**src/rtl/player_motion_n_pkg.sv**
```systemverilog
// Shared types and constants for the multi-player motion block.
package player_motion_n_pkg;

  localparam logic [2:0] SPR_VERT  = 3'd0;
  localparam logic [2:0] SPR_IDLE  = 3'd2;
  localparam logic [2:0] SPR_RIGHT = 3'd3;
  localparam logic [2:0] SPR_LEFT  = 3'd5;

  typedef enum logic {ST_IDLE = 1'b0, ST_WALK = 1'b1} walk_state_t;

  typedef enum logic [1:0] {FACE_VERT = 2'd0, FACE_LEFT = 2'd1, FACE_RIGHT = 2'd2} facing_t;

  function automatic logic [9:0] clamp_spawn(input int v, input int hi);
    int r;
    r = (v < 0) ? 0 : ((v > hi) ? hi : v);
    return r[9:0];
  endfunction

endpackage

```
**src/rtl/player_axis_step.sv**
```systemverilog
// One saturating axis update; the 11-bit intermediates carry a guard bit so
// underflow clamps to 0 and overflow clamps to MAX.
module player_axis_step #(
  parameter int STEP = 1,
  parameter int MAX  = 768
) (
  input  logic [9:0] pos,
  input  logic       inc,
  input  logic       dec,
  output logic [9:0] pos_next
);

  localparam logic [10:0] STEP_W = 11'(STEP);
  localparam logic [10:0] MAX_W  = 11'(MAX);

  logic [10:0] sum;
  logic [10:0] diff;

  always_comb begin
    sum      = {1'b0, pos} + STEP_W;
    diff     = {1'b0, pos} - STEP_W;
    pos_next = pos;
    if (inc && !dec)
      pos_next = (sum > MAX_W) ? MAX_W[9:0] : sum[9:0];
    else if (dec && !inc)
      pos_next = diff[10] ? 10'd0 : diff[9:0];
  end

endmodule

```
**src/rtl/player_motion_n.sv**
```systemverilog
// Frame-paced motion, walk animation and sprite selection for NPLAYERS
// independent players.
//   state   | meaning
//   ST_IDLE | no net direction pressed; sprite is SPR_IDLE, anim cleared
//   ST_WALK | some axis active; anim counter runs on motion frames
module player_motion_n
  import player_motion_n_pkg::*;
#(
  parameter int NPLAYERS = 2,
  parameter int HACTIVE  = 800,
  parameter int VACTIVE  = 600,
  parameter int SPRITE   = 32,
  parameter int STEP     = 1,
  parameter int STEP_DIV = 1,
  parameter int ANIM_DIV = 8,
  parameter int SPAWN_X0 = 400,
  parameter int SPAWN_DX = 50,
  parameter int SPAWN_Y  = 300
) (
  input  logic                     clk,
  input  logic                     reset,
  input  logic                     eof,
  input  logic [NPLAYERS-1:0]      up,
  input  logic [NPLAYERS-1:0]      down,
  input  logic [NPLAYERS-1:0]      left,
  input  logic [NPLAYERS-1:0]      right,
  output logic [NPLAYERS-1:0][9:0] center_x,
  output logic [NPLAYERS-1:0][9:0] center_y,
  output logic [NPLAYERS-1:0][2:0] sprite_num,
  output logic [NPLAYERS-1:0]      moving,
  output logic                     frame_tick
);

  localparam int XMAX = HACTIVE - SPRITE;
  localparam int YMAX = VACTIVE - SPRITE;
  localparam int DW   = (STEP_DIV > 1) ? $clog2(STEP_DIV) : 1;
  localparam int AW   = (ANIM_DIV > 1) ? $clog2(ANIM_DIV) : 1;

  logic          eof_d;
  logic [DW-1:0] div_q;
  logic          motion_frame;

  assign motion_frame = frame_tick && (div_q == '0);

  always_ff @(posedge clk or posedge reset) begin
    if (reset) begin
      eof_d      <= 1'b0;
      frame_tick <= 1'b0;
      div_q      <= '0;
    end else begin
      eof_d      <= eof;
      frame_tick <= eof & ~eof_d;
      if (frame_tick)
        div_q <= (div_q == DW'(STEP_DIV - 1)) ? '0 : div_q + 1'b1;
    end
  end

  for (genvar i = 0; i < NPLAYERS; i++) begin : g_pl
    localparam logic [9:0] SX = clamp_spawn(SPAWN_X0 + i * SPAWN_DX, XMAX);
    localparam logic [9:0] SY = clamp_spawn(SPAWN_Y, YMAX);

    logic          x_inc, x_dec, y_inc, y_dec, mv;
    logic [9:0]    x_q, y_q, x_nx, y_nx;
    walk_state_t   st_q, st_n;
    facing_t       face_q, face_n;
    logic [AW-1:0] cnt_q, cnt_n;
    logic          ph_q, ph_n;
    logic [2:0]    spr_q, spr_n;
    logic          mv_q;

    assign x_inc = right[i] & ~left[i];
    assign x_dec = left[i]  & ~right[i];
    assign y_inc = down[i]  & ~up[i];
    assign y_dec = up[i]    & ~down[i];
    assign mv    = x_inc | x_dec | y_inc | y_dec;

    player_axis_step #(.STEP(STEP), .MAX(XMAX)) u_x (
      .pos(x_q), .inc(x_inc), .dec(x_dec), .pos_next(x_nx)
    );
    player_axis_step #(.STEP(STEP), .MAX(YMAX)) u_y (
      .pos(y_q), .inc(y_inc), .dec(y_dec), .pos_next(y_nx)
    );

    always_comb begin
      st_n   = mv ? ST_WALK : ST_IDLE;
      face_n = face_q;
      cnt_n  = cnt_q;
      ph_n   = ph_q;
      spr_n  = SPR_IDLE;
      if (y_inc || y_dec)  face_n = FACE_VERT;
      else if (x_dec)      face_n = FACE_LEFT;
      else if (x_inc)      face_n = FACE_RIGHT;
      if (st_n == ST_IDLE) begin
        cnt_n = '0;
        ph_n  = 1'b0;
      end else if (st_q == ST_WALK && motion_frame) begin
        if (cnt_q == AW'(ANIM_DIV - 1)) begin
          cnt_n = '0;
          ph_n  = ~ph_q;
        end else begin
          cnt_n = cnt_q + 1'b1;
        end
      end
      if (st_n == ST_WALK) begin
        case (face_n)
          FACE_VERT: spr_n = SPR_VERT  + {2'b00, ph_n};
          FACE_LEFT: spr_n = SPR_LEFT  + {2'b00, ph_n};
          default:   spr_n = SPR_RIGHT + {2'b00, ph_n};
        endcase
      end
    end

    always_ff @(posedge clk or posedge reset) begin
      if (reset) begin
        x_q    <= SX;
        y_q    <= SY;
        st_q   <= ST_IDLE;
        face_q <= FACE_VERT;
        cnt_q  <= '0;
        ph_q   <= 1'b0;
        spr_q  <= SPR_IDLE;
        mv_q   <= 1'b0;
      end else begin
        st_q   <= st_n;
        face_q <= face_n;
        cnt_q  <= cnt_n;
        ph_q   <= ph_n;
        spr_q  <= spr_n;
        mv_q   <= mv;
        if (motion_frame) begin
          x_q <= x_nx;
          y_q <= y_nx;
        end
      end
    end

    assign center_x[i]   = x_q;
    assign center_y[i]   = y_q;
    assign sprite_num[i] = spr_q;
    assign moving[i]     = mv_q;
  end

endmodule

```
**config.mk**
```make
export PLATFORM = sky130hd
export DESIGN_NAME = player_motion_n
export DESIGN_NICKNAME = d
export VERILOG_FILES = /design/src/rtl/player_motion_n_pkg.sv /design/src/rtl/player_axis_step.sv /design/src/rtl/player_motion_n.sv
export SDC_FILE = /design/constraint.sdc
export NUM_CORES = 1
export LEC_CHECK = 0
export BUFFER_PORTS_ARGS = -buffer_cell sky130_fd_sc_hd__buf_2
export CAP_MARGIN = 20
export CORE_UTILIZATION = 45
export CTS_CLUSTER_SIZE = 40
export DETAILED_ROUTE_END_ITERATION = 16
export PLACE_DENSITY = 0.73
export SLEW_MARGIN = 10
export SYNTH_ARGS = -nofsm -noshare
export SYNTH_HDL_FRONTEND = slang
export SYNTH_SLANG_ARGS = --single-unit
```
**constraint.sdc**
```tcl
create_clock -name clk -period 2.22 [get_ports clk]
set_input_delay 0.444 -clock clk [delete_from_list [all_inputs] [get_ports clk]]
set_output_delay 0.444 -clock clk [all_outputs]
set_load 0.02 [all_outputs]
```
==> results of run 1 <==
[final cells by class]
| class | instances | area share |
|---|---|---|
| Inverter | 30 | 0.0183 |
| Multi-Input combinational cell | 493 | 0.522 |
| Tap cell | 140 | 0.0285 |
| Clock buffer | 12 | 0.0402 |
| Clock inverter | 4 | 0.0114 |
| Sequential cell | 62 | 0.256 |
| Timing Repair Buffer | 116 | 0.123 |
[worst paths after layout]
check / start / end / slack [ns] / cells past startpoint
max in group asynchronous: reset / g_pl[1].x_q[8] / 1.64 / 3
worst max-delay path: g_pl[0].y_q[1] / g_pl[0].y_q[4] / 0.11 / 8
worst min register to register: eof_d / frame_tick / 0.39 / 1
min in group clk: eof / eof_d / 0.23 / 1
worst max register to register: g_pl[0].y_q[1] / g_pl[0].y_q[4] / 0.11 / 8
worst min-delay path: reset / g_pl[0].y_q[9] / 0.17 / 3
[registers in the layout, summed over array words and instances (netlist names)]
signal	cells
g_pl.x_q	20
g_pl.y_q	20
g_pl.cnt_q	6
g_pl.spr_q	6
g_pl.face_q	4
g_pl.mv_q	2
g_pl.ph_q	2
eof_d	1
frame_tick	1
[cell usage in the layout, fill, tap and decap left out, types with 4 or more instances in the layout]
cell / netlist / layout
o21ai_1: 5 / 5
a21o_1: 5 / 4
nor4_2: 3 / 5
nor2_1: 42 / 41
and3_1: 8 / 8
nor2b_1: 12 / 12
a31oi_1: 8 / 7
o211ai_1: 7 / 7
and2_1: 4 / 4
a21oi_1: 47 / 47
clkbuf_16: 0 / 9
buf_4: 2 / 53
ha_1: 24 / 23
xor2_1: 4 / 4
buf_2: 13 / 59
nand2_1: 63 / 63
dfrtp_1: 45 / 45
o31ai_1: 6 / 6
a22oi_1: 8 / 8
nand2b_1: 11 / 11
nand4_1: 16 / 16
o221ai_1: 8 / 8
nor3b_1: 6 / 6
xnor2_1: 7 / 7
nor4_1: 10 / 8
nor3_1: 26 / 26
mux2i_1: 7 / 7
a32oi_1: 6 / 6
dfstp_2: 17 / 17
and4_1: 5 / 5
nand3_1: 24 / 24
o21ai_0: 52 / 52
inv_1: 30 / 29
[routing by layer]
| metal | global-route usage | up-vias |
|---|---|---|
| met2 | 0.394 | 245 |
| met4 | 0.111 | 0 |
| li1 | - | 2501 |
| met1 | 0.320 | 2473 |
| met5 | 0 | - |
| met3 | 0.0398 | 23 |
[per-stage QoR]
| stage | power [mW] | area [sq um] | setup TNS [ns] |
|---|---|---|---|
| 2_1_floorplan | 3.92 | 5090 | 0 |
| 3_3_place_gp | 4.72 | 5680 | 0 |
| 3_5_place_dp | 4.80 | 5680 | -0.0933 |
| 4_1_cts | 6.46 | 6050 | 0 |
| 5_1_grt | 7.02 | 6140 | 0 |
| 6_report | 6.61 | 6140 | 0 |
[cell families after synthesis]
kind of cell    count (synthesis)
simple gates                  255
compound gates                194
buf+inv                        80
flops                          62
fa+ha+maj                      24
xor+xnor                       11
mux                             9
[critical path, cell delays in order (launching register included)]
cell	delay, ns
dfrtp_1	0.43
ha_1	0.22
nand3_1	0.18
o21ai_0	0.27
a32oi_1	0.15
a311oi_2	0.33
buf_4	0.19
nor2_2	0.05
o22a_1	0.17
[where the power goes]
part	total (mW)	switching, mW	internal, mW
clock	1.53	0.524	1.01
sequential	1.96	0.488	1.47
combinational	3.11	1.84	1.28
total	6.61	2.85	3.76
[repair_timing]
| item | CTS | global route |
|---|---|---|
| endpoints found under the setup margin | 3 | 9 |
| pin swaps | 1 | 2 |
| hold buffers | 0 | 0 |
| buffers inserted | 4 | 4 |
| gates resized for setup | 0 | 11 |
==> impl_results.rst, run 1 <==
.. list-table::
   :header-rows: 1

   * - Metric
     - Value
   * - Remaining DRCs
     - 0
   * - Worst setup skew after layout
     - 0.00878 ns
   * - Worst slack at placement
     - -0.0663 ns
   * - Max Clk Rate
     - 473 MHz
   * - Highest Signal Layer
     - met4
   * - Met3 routed wirelength
     - 948 um
   * - Vias/cell
     - 6.12
   * - Number of antenna violations at the first check in global routing
     - 0
   * - Global-route total usage across every layer
     - 0.244
   * - Root buffer selected by CTS
     - clkbuf_16
   * - Area of the multi-input gates
     - 3210 sq um
   * - Leading cell types by count after synthesis
     - nand2_1, o21ai_0, a21oi_1
   * - WL per Instance
     - 16.4 um
   * - Final number of hold-violating endpoints
     - 0
   * - Routed length on met1
     - 6190 um
   * - Part of the Yosys area used for sequential elements
     - 0.309
   * - Combinational family with the most area after synthesis
     - simple AND/OR/NAND/NOR gates
   * - Fraction of the mapped netlist area in compound gates
     - 0.250
   * - Port bufs
     - 59
   * - Starting DRT DRC Count
     - 435
   * - Number of cells after detailed placement
     - 833
   * - Final period utilization
     - 0.952
   * - Number of distinct library cell variants in the gate-level netlist after synthesis
     - 84
   * - CTS clock-pin slew for the worst setup and hold paths
     - 0.06 ns
   * - Final worst-path setup slack
     - 0.107 ns
   * - Mean post-synth cell area
     - 8.02 sq um
   * - Number of global-route vias before repair
     - 4822
   * - Post-layout nets
     - 747
   * - Prevailing post-synth register cell
     - dfrtp_1
   * - Setup CP Type
     - register to register
   * - Proportion of layout cells with a drive suffix above 1
     - 0.251
   * - Number of enable flip-flop cells after synthesis
     - 0
   * - Final std cells w/o fill
     - 857
   * - Outcome
     - complete, no violations
   * - PD cells
     - 1080 nW/um^2
   * - Number of detailed-route iterations in the first pass
     - 5
   * - Final worst hold slack
     - 0.174 ns
   * - N_diodes
     - 0
   * - Total number of H-tree levels
     - 3
   * - Synth async-reset ratio
     - 1.00
   * - HPWL after detailed placement
     - 9790 um
   * - Antenna Violating Nets Remaining
     - 0
   * - Count of fill cells added during filler insertion
     - 957
   * - Reported leakage power
     - 2.56 nW
   * - Final period demand of the worst path
     - 2.11 ns
   * - Kind of path behind the tightest hold check
     - primary input to async pin
   * - Peak supply drop
     - 0.517 mV
   * - Global-route wire length before repair
     - 22800 um
   * - Flip-flop and latch count after synthesis
     - 62
   * - Max capacitance violation total
     - 0
   * - Number of nets in the synthesized netlist
     - 670
   * - Max-slew headroom
     - 0.517
   * - Arrival time reported for the critical path endpoint
     - 2.32 ns
   * - Clock tree from TritonCTS
     - done
   * - Unrepaired setup endpoints after global routing
     - no
   * - Area of the die
     - 11700 sq um
   * - WL met2
     - 6680 um
   * - Area of the placeable core
     - 10900 sq um
   * - Largest cells by area after synthesis
     - dfrtp_1, dfstp_2, ha_1
   * - Share of the core filled with cells in the final layout
     - 0.561
   * - Least-Margin Pin Slew
     - 0.717 ns
   * - Mux cell area share after synthesis
     - 0.0182
   * - Fraction of the mapped netlist area in adder cells
     - 0.0590
   * - Pin count of the biggest net entering global routing
     - 36
   * - RD Place Congestion
     - 0.927
   * - Initial Utilization
     - 0.466
   * - Number of clock sinks seen by CTS
     - 62
   * - Simple-Gate Fraction of Synth Area
     - 0.274
   * - Area growth from synthesis to layout
     - 20.6%
   * - Grt total ovfl
     - 0
   * - Top-area cell type share of the netlist area
     - 0.221
   * - Endpoint required time on the critical path
     - 2.43 ns
   * - Via count of the routed design
     - 5242
   * - DIE HEIGHT
     - 108 um
   * - Count of endpoints failing setup in the final report
     - 0
   * - Die Span X
     - 108 um
   * - Total number of yosys warnings
     - 0
   * - Placement Rows
     - 38
   * - Drt total wl
     - 14100 um
   * - Final max-slew violation count
     - 0
   * - Most area-hungry cell type in the Yosys netlist
     - dfrtp_1
   * - Kind of capture point of the worst setup path
     - register
   * - Area of the mapped netlist
     - 5090 sq um
   * - Later-pin clock latency in the skew report
     - 0.33 ns
   * - Count of boundary I/O pins
     - 60
   * - Maximum root-to-sink buffer count
     - 2
   * - Category of the worst setup path launch point
     - register
   * - Synth Area in XOR/XNOR
     - 0.0189
   * - Cells after synthesis
     - 635
   * - Flip-flop and latch area
     - 1570 sq um
   * - Critical path fanouts, max
     - 6
   * - Number of buffers added by the clock tree synthesis step
     - 9
   * - Most frequently used cell type in the post-synthesis netlist
     - nand2_1
Note: power is estimated with default switching activity, not from simulation.
==> inputs of run 2 (changes only) <==
Settings changed: CORE_UTILIZATION 45 to 43, PLACE_DENSITY 0.73 to 0.71.
==> run 2 against run 1 <==
Global-route usage shrank 1.9 points. Die area is 4.6% higher. Hold slack got worse by 0.011 ns. Core utilization down 3.8 points. Maximum frequency hardly changed. Register-to-register slack barely moved. Clock skew about the same. Critical path type unchanged. Critical endpoint is now g_pl[0].y_q[7]. Highest routed layer unchanged.
==> impl_results.rst, run 2 (synthesis gave the netlist of run 1 again) <==
.. list-table::
   :header-rows: 1

   * - Metric
     - Value
   * - Largest registers
     - g_pl.x_q (20), g_pl.y_q (20)
   * - Antenna Violating Nets Remaining
     - 0 (unchanged)
   * - Max capacitance violation total
     - 0 (unchanged)
   * - Placement Rows
     - 39 (+2.6%)
   * - Count of boundary I/O pins
     - 60 (unchanged)
   * - Most common library cell in the layout ignoring fill and taps
     - nand2_1
   * - Grt total ovfl
     - 0 (unchanged)
   * - Final worst hold slack
     - 0.162 ns (-0.0114 ns)
   * - Final period utilization
     - 0.952 (about the same)
   * - Cell class contributing the biggest share of worst-path delay
     - compound AO/OA/AOI/OAI gates
   * - Buffers and inverters on the worst path
     - 0 (-1)
   * - Starting DRT DRC Count
     - 391 (-10%)
   * - Setup CP Type
     - register to register
   * - Number of antenna violations at the first check in global routing
     - 0 (unchanged)
   * - Number of buffers inserted by hold repair at cts
     - 0 (unchanged)
   * - Critical path fanouts, max
     - 9 (+3)
   * - WL per Instance
     - 16.1 um (-1.9%)
   * - Max-slew headroom
     - 0.616 (+0.0985)
   * - Die Span X
     - 111 um (+2.3%)
   * - Initial Utilization
     - 0.444 (-0.0216)
   * - Pin count of the biggest net entering global routing
     - 63 (+75%)
   * - Peak supply drop
     - 0.558 mV (+8.0%)
   * - Maximum single-stage delay on the critical path
     - 0.61 ns (+0.18 ns)
   * - CP Depth
     - 6 (-2)
   * - DIE HEIGHT
     - 111 um (+2.3%)
   * - Root buffer selected by CTS
     - clkbuf_16
   * - Number of detailed-route iterations in the first pass
     - 5 (unchanged)
   * - Final period demand of the worst path
     - 2.11 ns (-0.000241 ns)
   * - Proportion of layout cells with a drive suffix above 1
     - 0.241 (-0.00986)
   * - Critical Path Slowest Stage Cell
     - dfstp_2
   * - HPWL after detailed placement
     - 9670 um (-1.2%)
   * - Drt total wl
     - 13700 um (-2.5%)
   * - Later-pin clock latency in the skew report
     - 0.33 ns (about the same)
   * - Reg2Reg Capture Point
     - g_pl[0].y_q[7]
   * - Kind of capture point of the worst setup path
     - register
   * - Worst setup skew after layout
     - 0.00894 ns (+0.000154 ns)
   * - Kind of path behind the tightest hold check
     - primary input to async pin
   * - Area of the placeable core
     - 11500 sq um (+4.9%)
   * - Category of the worst setup path launch point
     - register
   * - Number of global-route vias before repair
     - 4940 (+2.4%)
   * - Global-route wire length before repair
     - 23200 um (+1.8%)
   * - Final number of hold-violating endpoints
     - 0 (unchanged)
   * - Arrival time reported for the critical path endpoint
     - 2.34 ns (+0.02 ns)
   * - Least-Margin Pin Slew
     - 0.571 ns (-0.146 ns)
   * - Final worst-path setup slack
     - 0.107 ns (+0.000241 ns)
   * - Area growth from synthesis to layout
     - 17.9%
   * - Global-route total usage across every layer
     - 0.225 (-0.0189)
   * - Register-to-register setup slack
     - 0.11 ns (about the same)
   * - PD cells
     - 1030 nW/um^2 (-4.2%)
   * - Cell chain of the critical path
     - and4b_2 -> a21oi_1 -> o221ai_1 -> a311oi_2 -> o21ai_2 -> o41ai_2
   * - Final max-slew violation count
     - 0 (unchanged)
   * - Total chip power
     - 6.19 mW (-6.3%)
   * - Area of the die
     - 12300 sq um (+4.6%)
   * - N_diodes
     - 0 (unchanged)
   * - Vias/cell
     - 6.06 (-0.95%)
   * - Endpoint required time on the critical path
     - 2.45 ns (+0.02 ns)
   * - Clock tree from TritonCTS
     - done
   * - Critical register-to-register path startpoint
     - g_pl[0].y_q[3]
   * - Port bufs
     - 59 (unchanged)
   * - Post-layout nets
     - 739 (-1.1%)
   * - Worst slack at placement
     - 0.0638 ns (+0.130 ns)
   * - Number of buffers added by the clock tree synthesis step
     - 9 (unchanged)
   * - Total number of H-tree levels
     - 3 (unchanged)
   * - Max Clk Rate
     - 473 MHz (about the same)
   * - Worst-case reg-to-reg path depth
     - 6 (-2)
   * - Top library cells by usage in the layout, fill and taps aside
     - nand2_1, buf_2, o21ai_0
   * - Maximum root-to-sink buffer count
     - 2 (unchanged)
   * - RD Place Congestion
     - 0.943 (+1.8%)
   * - Number of clock sinks seen by CTS
     - 62 (unchanged)
   * - Count of endpoints failing setup in the final report
     - 0 (unchanged)
   * - Via count of the routed design
     - 5162 (-1.5%)
   * - Remaining DRCs
     - 0 (unchanged)
   * - Reported leakage power
     - 2.49 nW (-2.7%)
   * - Outcome
     - complete, no violations
   * - CTS clock-pin slew for the worst setup and hold paths
     - 0.06 ns (about the same)
run 2: cell types whose count changed in the layout (fill, tap and decap cells not counted), sizes merged:
cell    before  now
buf        116  108
clkbuf      12   14
bufinv       2    0
run 2: worst register-to-register path, stage by stage (launching register included):
cell and delay, ns:
dfstp_2 0.61, and4b_2 0.24, a21oi_1 0.12, o221ai_1 0.16, a311oi_2 0.43, o21ai_2 0.15
o41ai_2 0.30
run 2: how the worst max path moves through the flow:
stage,end,slack [ns],from
after global placement,g_pl[0].y_q[7],0.17,g_pl[0].y_q[0]
after global routing,g_pl[0].y_q[1],-0.02,g_pl[0].y_q[1]
after CTS,g_pl[0].y_q[7],0.06,g_pl[0].y_q[1]
final,g_pl[0].y_q[7],0.11,g_pl[0].y_q[3]
after floorplan,g_pl[0].y_q[7],0.02,g_pl[0].y_q[0]
after detailed placement,g_pl[0].y_q[7],0.06,g_pl[0].y_q[1]
run 2: area by class of cell:
cell class / count / area, sq um
well taps: 143 / 179
inverters: 30 / 113
repair buffers: 108 / 676
flip-flops and latches: 62 / 1580
multi-input cells: 493 / 3190
clock inverters: 2 / 10.0
clock buffers: 14 / 264
fillers: 1077 / 5460
run 2: what timing repair did:
action,in CTS,in global routing
gates resized for setup,0,11
setup endpoints to repair,0,26
setup buffers,0,2
run 2: metrics by stage:
step	std cells	util	TNS, ns	area (sq um)
finish	852	0.524	0	6000
global route	852	0.524	-0.0258	6000
CTS	850	0.519	0	5950
detailed placement	834	0.495	0	5680
global placement	834	0.495	0	5680
floorplan	635	-	0	5090
run 2: where the power goes:
part           switching (mW)  internal, mW  leakage [nW]
clock network           0.498         0.813         0.137
registers               0.502          1.48         0.732
logic                    1.74          1.16          1.62
run 2: per-layer routing:
layer	global-route usage	up-vias	wire [um]
met5	0	-	0
met4	0.0853	0	246
met3	0.0377	25	920
met2	0.361	206	6370
met1	0.304	2446	6180
li1	-	2485	-
